<file path="config.mk">
export PLATFORM = sky130hd
export DESIGN_NAME = alu_arbiter
export DESIGN_NICKNAME = d
export VERILOG_FILES = /design/src/rtl/alu_arb_pkg.sv /design/src/rtl/alu_arbiter_rr_arb2.sv /design/src/rtl/alu_arbiter.sv
export SDC_FILE = /design/constraint.sdc
export NUM_CORES = 1
export LEC_CHECK = 0
export BUFFER_PORTS_ARGS = -buffer_cell sky130_fd_sc_hd__buf_2
export CORE_ASPECT_RATIO = 0.6
export CORE_MARGIN = 2
export CORE_UTILIZATION = 38
export DETAILED_ROUTE_END_ITERATION = 16
export PLACE_DENSITY_LB_ADDON = 0.05
export SKIP_CTS_REPAIR_TIMING = 1
export SYNTH_ARGS = -nofsm -noshare
export SYNTH_HDL_FRONTEND = slang
export SYNTH_SLANG_ARGS = --single-unit
</file>
<file path="constraint.sdc">
create_clock -name clk -period 1.55 [get_ports clk]
set_input_delay 0.155 -clock clk [delete_from_list [all_inputs] [get_ports clk]]
set_output_delay 0.155 -clock clk [all_outputs]
set_load 0.02 [all_outputs]
</file>
<file path="src/rtl/alu_arb_pkg.sv">
// Shared types and constants for the alu_arbiter slice.
// FSM state encoding, ALU control codes and the {Z,N,V,C} flag bit positions.
package alu_arb_pkg;

  typedef enum logic [1:0] {
    IDLE,
    EXEC,
    RESP
  } state_e;

  localparam logic [2:0] ALU_ADD = 3'b000;
  localparam logic [2:0] ALU_SUB = 3'b001;
  localparam logic [2:0] ALU_AND = 3'b010;
  localparam logic [2:0] ALU_OR  = 3'b011;
  localparam logic [2:0] ALU_SLT = 3'b101;

  localparam int unsigned FLAG_Z = 3;
  localparam int unsigned FLAG_N = 2;
  localparam int unsigned FLAG_V = 1;
  localparam int unsigned FLAG_C = 0;

  function automatic logic [3:0] pack_flags(input logic z, input logic n,
                                            input logic v, input logic c);
    logic [3:0] f;
    f         = '0;
    f[FLAG_Z] = z;
    f[FLAG_N] = n;
    f[FLAG_V] = v;
    f[FLAG_C] = c;
    return f;
  endfunction

endpackage

</file>
<file path="src/rtl/alu_arbiter_rr_arb2.sv">
// Two-way grant picker. Round-robin with a last-grant pointer when ALU_ARB_RR_EN
// is defined, otherwise fixed priority with requester 0 winning.
module rr_arb2 (
  input  logic       clk,
  input  logic       rst,
  input  logic [1:0] i_req,
  input  logic       i_accept,
  output logic [1:0] o_gnt,
  output logic       o_idx
);

`ifdef ALU_ARB_RR_EN
  logic r_last;

  // Reset value 1 makes requester 0 the first winner on contention.
  always_ff @(posedge clk) begin
    if (!rst) begin
      r_last <= 1'b1;
    end else if (i_accept) begin
      r_last <= o_idx;
    end
  end

  always_comb begin
    o_idx = 1'b0;
    if (i_req == 2'b11) begin
      o_idx = ~r_last;
    end else if (i_req[1] && !i_req[0]) begin
      o_idx = 1'b1;
    end
  end
`else
  logic w_unused;
  assign w_unused = &{1'b0, clk, rst, i_accept};

  always_comb begin
    o_idx = i_req[1] && !i_req[0];
  end
`endif

  always_comb begin
    o_gnt = '0;
    if (|i_req) begin
      o_gnt[o_idx] = 1'b1;
    end
  end

endmodule

</file>
<file path="src/rtl/alu_arbiter.sv">
// Shares one external combinational ALU between two requesters: accept, execute,
// respond. Build option ALU_ARB_RR_EN selects round-robin instead of fixed priority.
module alu_arbiter
  import alu_arb_pkg::*;
#(
  parameter int unsigned WIDTH = 32,
  parameter int unsigned NREQ  = 2
) (
  input  logic                    clk,
  input  logic                    rst,
  input  logic [NREQ-1:0]         req_valid,
  output logic [NREQ-1:0]         req_ready,
  input  logic [NREQ*WIDTH-1:0]   req_a,
  input  logic [NREQ*WIDTH-1:0]   req_b,
  input  logic [NREQ*3-1:0]       req_ctrl,
  output logic [NREQ-1:0]         resp_valid,
  input  logic [NREQ-1:0]         resp_ready,
  output logic [WIDTH-1:0]        resp_result,
  output logic [3:0]              resp_flags,
  output logic                    busy,
  output logic [WIDTH-1:0]        alu_a,
  output logic [WIDTH-1:0]        alu_b,
  output logic [2:0]              alu_ctrl,
  input  logic [WIDTH-1:0]        alu_result,
  input  logic                    alu_z,
  input  logic                    alu_n,
  input  logic                    alu_v,
  input  logic                    alu_c
);

  state_e             r_state;
  state_e             w_next;
  logic [WIDTH-1:0]   r_a;
  logic [WIDTH-1:0]   r_b;
  logic [2:0]         r_ctrl;
  logic               r_g;
  logic [WIDTH-1:0]   r_result;
  logic [3:0]         r_flags;

  logic [NREQ-1:0]    w_gnt;
  logic               w_gnt_idx;
  logic               w_accept;
  logic               w_resp_done;
  logic [WIDTH-1:0]   w_sel_a;
  logic [WIDTH-1:0]   w_sel_b;
  logic [2:0]         w_sel_ctrl;

  rr_arb2 u_arb (
    .clk      (clk),
    .rst      (rst),
    .i_req    (req_valid),
    .i_accept (w_accept),
    .o_gnt    (w_gnt),
    .o_idx    (w_gnt_idx)
  );

  assign w_accept    = (r_state == IDLE) && (|req_valid);
  assign w_resp_done = (r_state == RESP) && resp_ready[r_g];

  assign w_sel_a    = w_gnt_idx ? req_a[WIDTH +: WIDTH] : req_a[0 +: WIDTH];
  assign w_sel_b    = w_gnt_idx ? req_b[WIDTH +: WIDTH] : req_b[0 +: WIDTH];
  assign w_sel_ctrl = w_gnt_idx ? req_ctrl[3 +: 3]      : req_ctrl[0 +: 3];

  always_ff @(posedge clk) begin
    if (!rst) begin
      r_state <= IDLE;
    end else begin
      r_state <= w_next;
    end
  end

  always_comb begin
    w_next = r_state;
    unique case (r_state)
      IDLE:    if (w_accept)    w_next = EXEC;
      EXEC:                     w_next = RESP;
      RESP:    if (w_resp_done) w_next = IDLE;
      default:                  w_next = IDLE;
    endcase
  end

  always_comb begin
    req_ready  = '0;
    resp_valid = '0;
    busy       = 1'b0;
    unique case (r_state)
      IDLE: req_ready = w_gnt;
      EXEC: busy      = 1'b1;
      RESP: begin
        busy            = 1'b1;
        resp_valid[r_g] = 1'b1;
      end
      default: ;
    endcase
  end

  // Operands stay registered across all states so the ALU inputs never follow request inputs.
  always_ff @(posedge clk) begin
    if (!rst) begin
      r_a      <= '0;
      r_b      <= '0;
      r_ctrl   <= '0;
      r_g      <= 1'b0;
      r_result <= '0;
      r_flags  <= '0;
    end else begin
      if (w_accept) begin
        r_a    <= w_sel_a;
        r_b    <= w_sel_b;
        r_ctrl <= w_sel_ctrl;
        r_g    <= w_gnt_idx;
      end
      if (r_state == EXEC) begin
        r_result <= alu_result;
        r_flags  <= pack_flags(alu_z, alu_n, alu_v, alu_c);
      end
    end
  end

  assign alu_a       = r_a;
  assign alu_b       = r_b;
  assign alu_ctrl    = r_ctrl;
  assign resp_result = r_result;
  assign resp_flags  = r_flags;

endmodule
</file>
==> results.toml <==
[floorplan]
dieHeight_microns = 87.7
dieArea_sq_um = 12600
die-width_microns = 144
io_pins = 284
coreArea_sq_um = 11300
initial_core_util_pct = 39.2
core.rowCount = 30

[clocking]
root_buffer = "clkbuf_16"
clk_path_buf_depth = 2
cts_made_buffers = 9
clk_latency_ns = 0.34
h-tree-depth = 3
path_clk_slew_ns = 0.07
cts_tree = "built"
cts.sink_count = 106

[drt]
first_pass_iters = 4
wl_per_cell_microns = 14.0
ant_nets = 0
vias = 4091
drtIter0Drc = 81
vias_per_cell = 4.65
wl_microns = 12300
route.detailed.drc = 0

[global_route]
grt_usage_pct = 18.6
grt_antenna_before_repair = 0
overflow = 0
grt_max_degree = 66
grt_pass1_vias = 3801
grt_pass1_wl_microns = 18400

[cells_and_area]
fin_nets = 895
nFillCells = 1047
regArea_sq_um = 2120
drive_gt1_share_pct = 45.1
area_growth_pct = 45.3
post-route-util_pct = 56.9
final_cell_mix = "281 x buf_2, 105 x nor2_1, 105 x mux2i_1, 104 x dfxtp_1, 68 x a211oi_1"
final_area_sq_um = 6450
multi_input_area_sq_um = 2110
final_common_cell = "buf_2"
antennaDiodeCount = 0

[timing]
fmax_ghz = 0.669
min_period_ns = 1.49
rsz0062_at_grt = "false"
drv_slew = 0
period_share_pct = 96.4
holdWs_ns = 0.0536
final-hold-violation-count = 0
relSlewSlack_pct = 70.8
finalSetupTns_ns = 0
tightest_slew_ns = 0.438
finalSetupViolations = 0
fin_skew_ns = 0.00585

[power]
vdd_drop_max_uv = 624
cellPowerDensity_nw_per_um2 = 1250
p_leak_uw = 0.00344

[critical_path]
cp-start-kind = "flop"
worstPathMaxFanout = 5
cp-end-kind = "output port"
cp.required_ns = 1.39
r2r_setup_slack_ns = 0.19
worstPathArrival_ns = 1.34
critical_path_class = "reg2out"

[yosys]
yosysTopAreaCellShare_pct = 47.8
synthCells = 442
synth_area_sq_um = 4440
synth_area_leader_cell = "dfxtp_1"
netlist_top_cells_area = "dfxtp_1 48%, mux2i_1 24%, a211oi_1 11%"
seq_area_frac_synth_pct = 47.8
ys_warn_count = 0
syn_area_per_cell_sq_um = 10.0
synthesis.nets = 622
synth_seq_cells = 106
ys_types = 22

[placement]
globalplace.congestion = 0.747
port-buffer-count = 283
dpl.hpwl_microns = 9580
placed_area_sq_um = 6070

[outcome]
status = "finished, final reports clean"

[hold_path]
hold_class = "in2reg"

[job]
drv_cap = 0
[state kept, by name, indices dropped and copies added, names as in the netlist]
| signal | count |
|---|---|
| alu_ctrl | 3 |
| r_state | 2 |
| alu_a | 32 |
| resp_result | 32 |
| resp_flags | 4 |
| alu_b | 32 |
| r_g | 1 |
[worst max-delay path: stages, from the launching register on]
cell,delay (ns)
dfxtp_2,0.35
inv_2,0.06
ha_4,0.16
buf_4,0.14
and2_1,0.16
buf_6,0.14
[logic make-up after synthesis]
family	Yosys count	synth area share (%)
simple gates	112	9.72
flops	106	47.8
mux	105	23.7
compound gates	73	12.2
buf+inv	42	5.47
fa+ha+maj	4	1.13
[stage by stage]
step                cells  total power (uW)  setup slack (ns)
finish                879              8090            0.0553
global route          879              8550          0.000432
CTS                   875              8170            -0.119
detailed placement    860              5680             0.101
global placement      860              5640             0.207
floorplan             442              4780            0.0133
[path summary, 6_finish.rpt]
path	cells after the start	from	end
max	5	r_state[1]$_SDFFE_PN0P_	req_ready[0]
min	3	alu_result[7]	resp_result[7]$_SDFFE_PN0N_
max reg2reg	6	r_state[0]$_SDFFE_PN0P_	alu_b[14]$_SDFFE_PN0P_
min reg2reg	2	resp_flags[2]$_SDFFE_PN0N_	resp_flags[2]$_SDFFE_PN0N_
[cells in the mapped netlist (all sizes together)]
library cell	instances
inv	3
nand2b	1
nor3	1
a21oi	2
a21o	1
clkbuf	13
a211oi	68
buf	25
nand2	2
ha	4
a22oi	1
nor2b	1
clkinv	1
and2	2
nor2	105
o21a	1
mux2i	105
dfxtp	106
[final cells by class]
cell class                 count  share of cell area [%]
clock buffer                  11                    3.92
clock inverter                 4                    1.14
inverter                       4                   0.252
multi-input combinational    294                    32.6
sequential                   106                    32.9
tap                          160                    3.10
timing repair buffer         300                    26.0
[where the power goes]
part | switching [uW] | internal (uW)
logic | 1370 | 990
clock network | 958 | 1500
registers | 179 | 3100
[metal layers]
layer / up-vias / global-route usage (%) / share of wire, %
met5: - / 0 / 0
met4: 0 / 5.35 / 1.2
met2: 158 / 32.9 / 48
li1: 2104 / - / -
met3: 12 / 6.12 / 9.0
met1: 1817 / 21.9 / 41
Power figures use the tool's default switching activity.
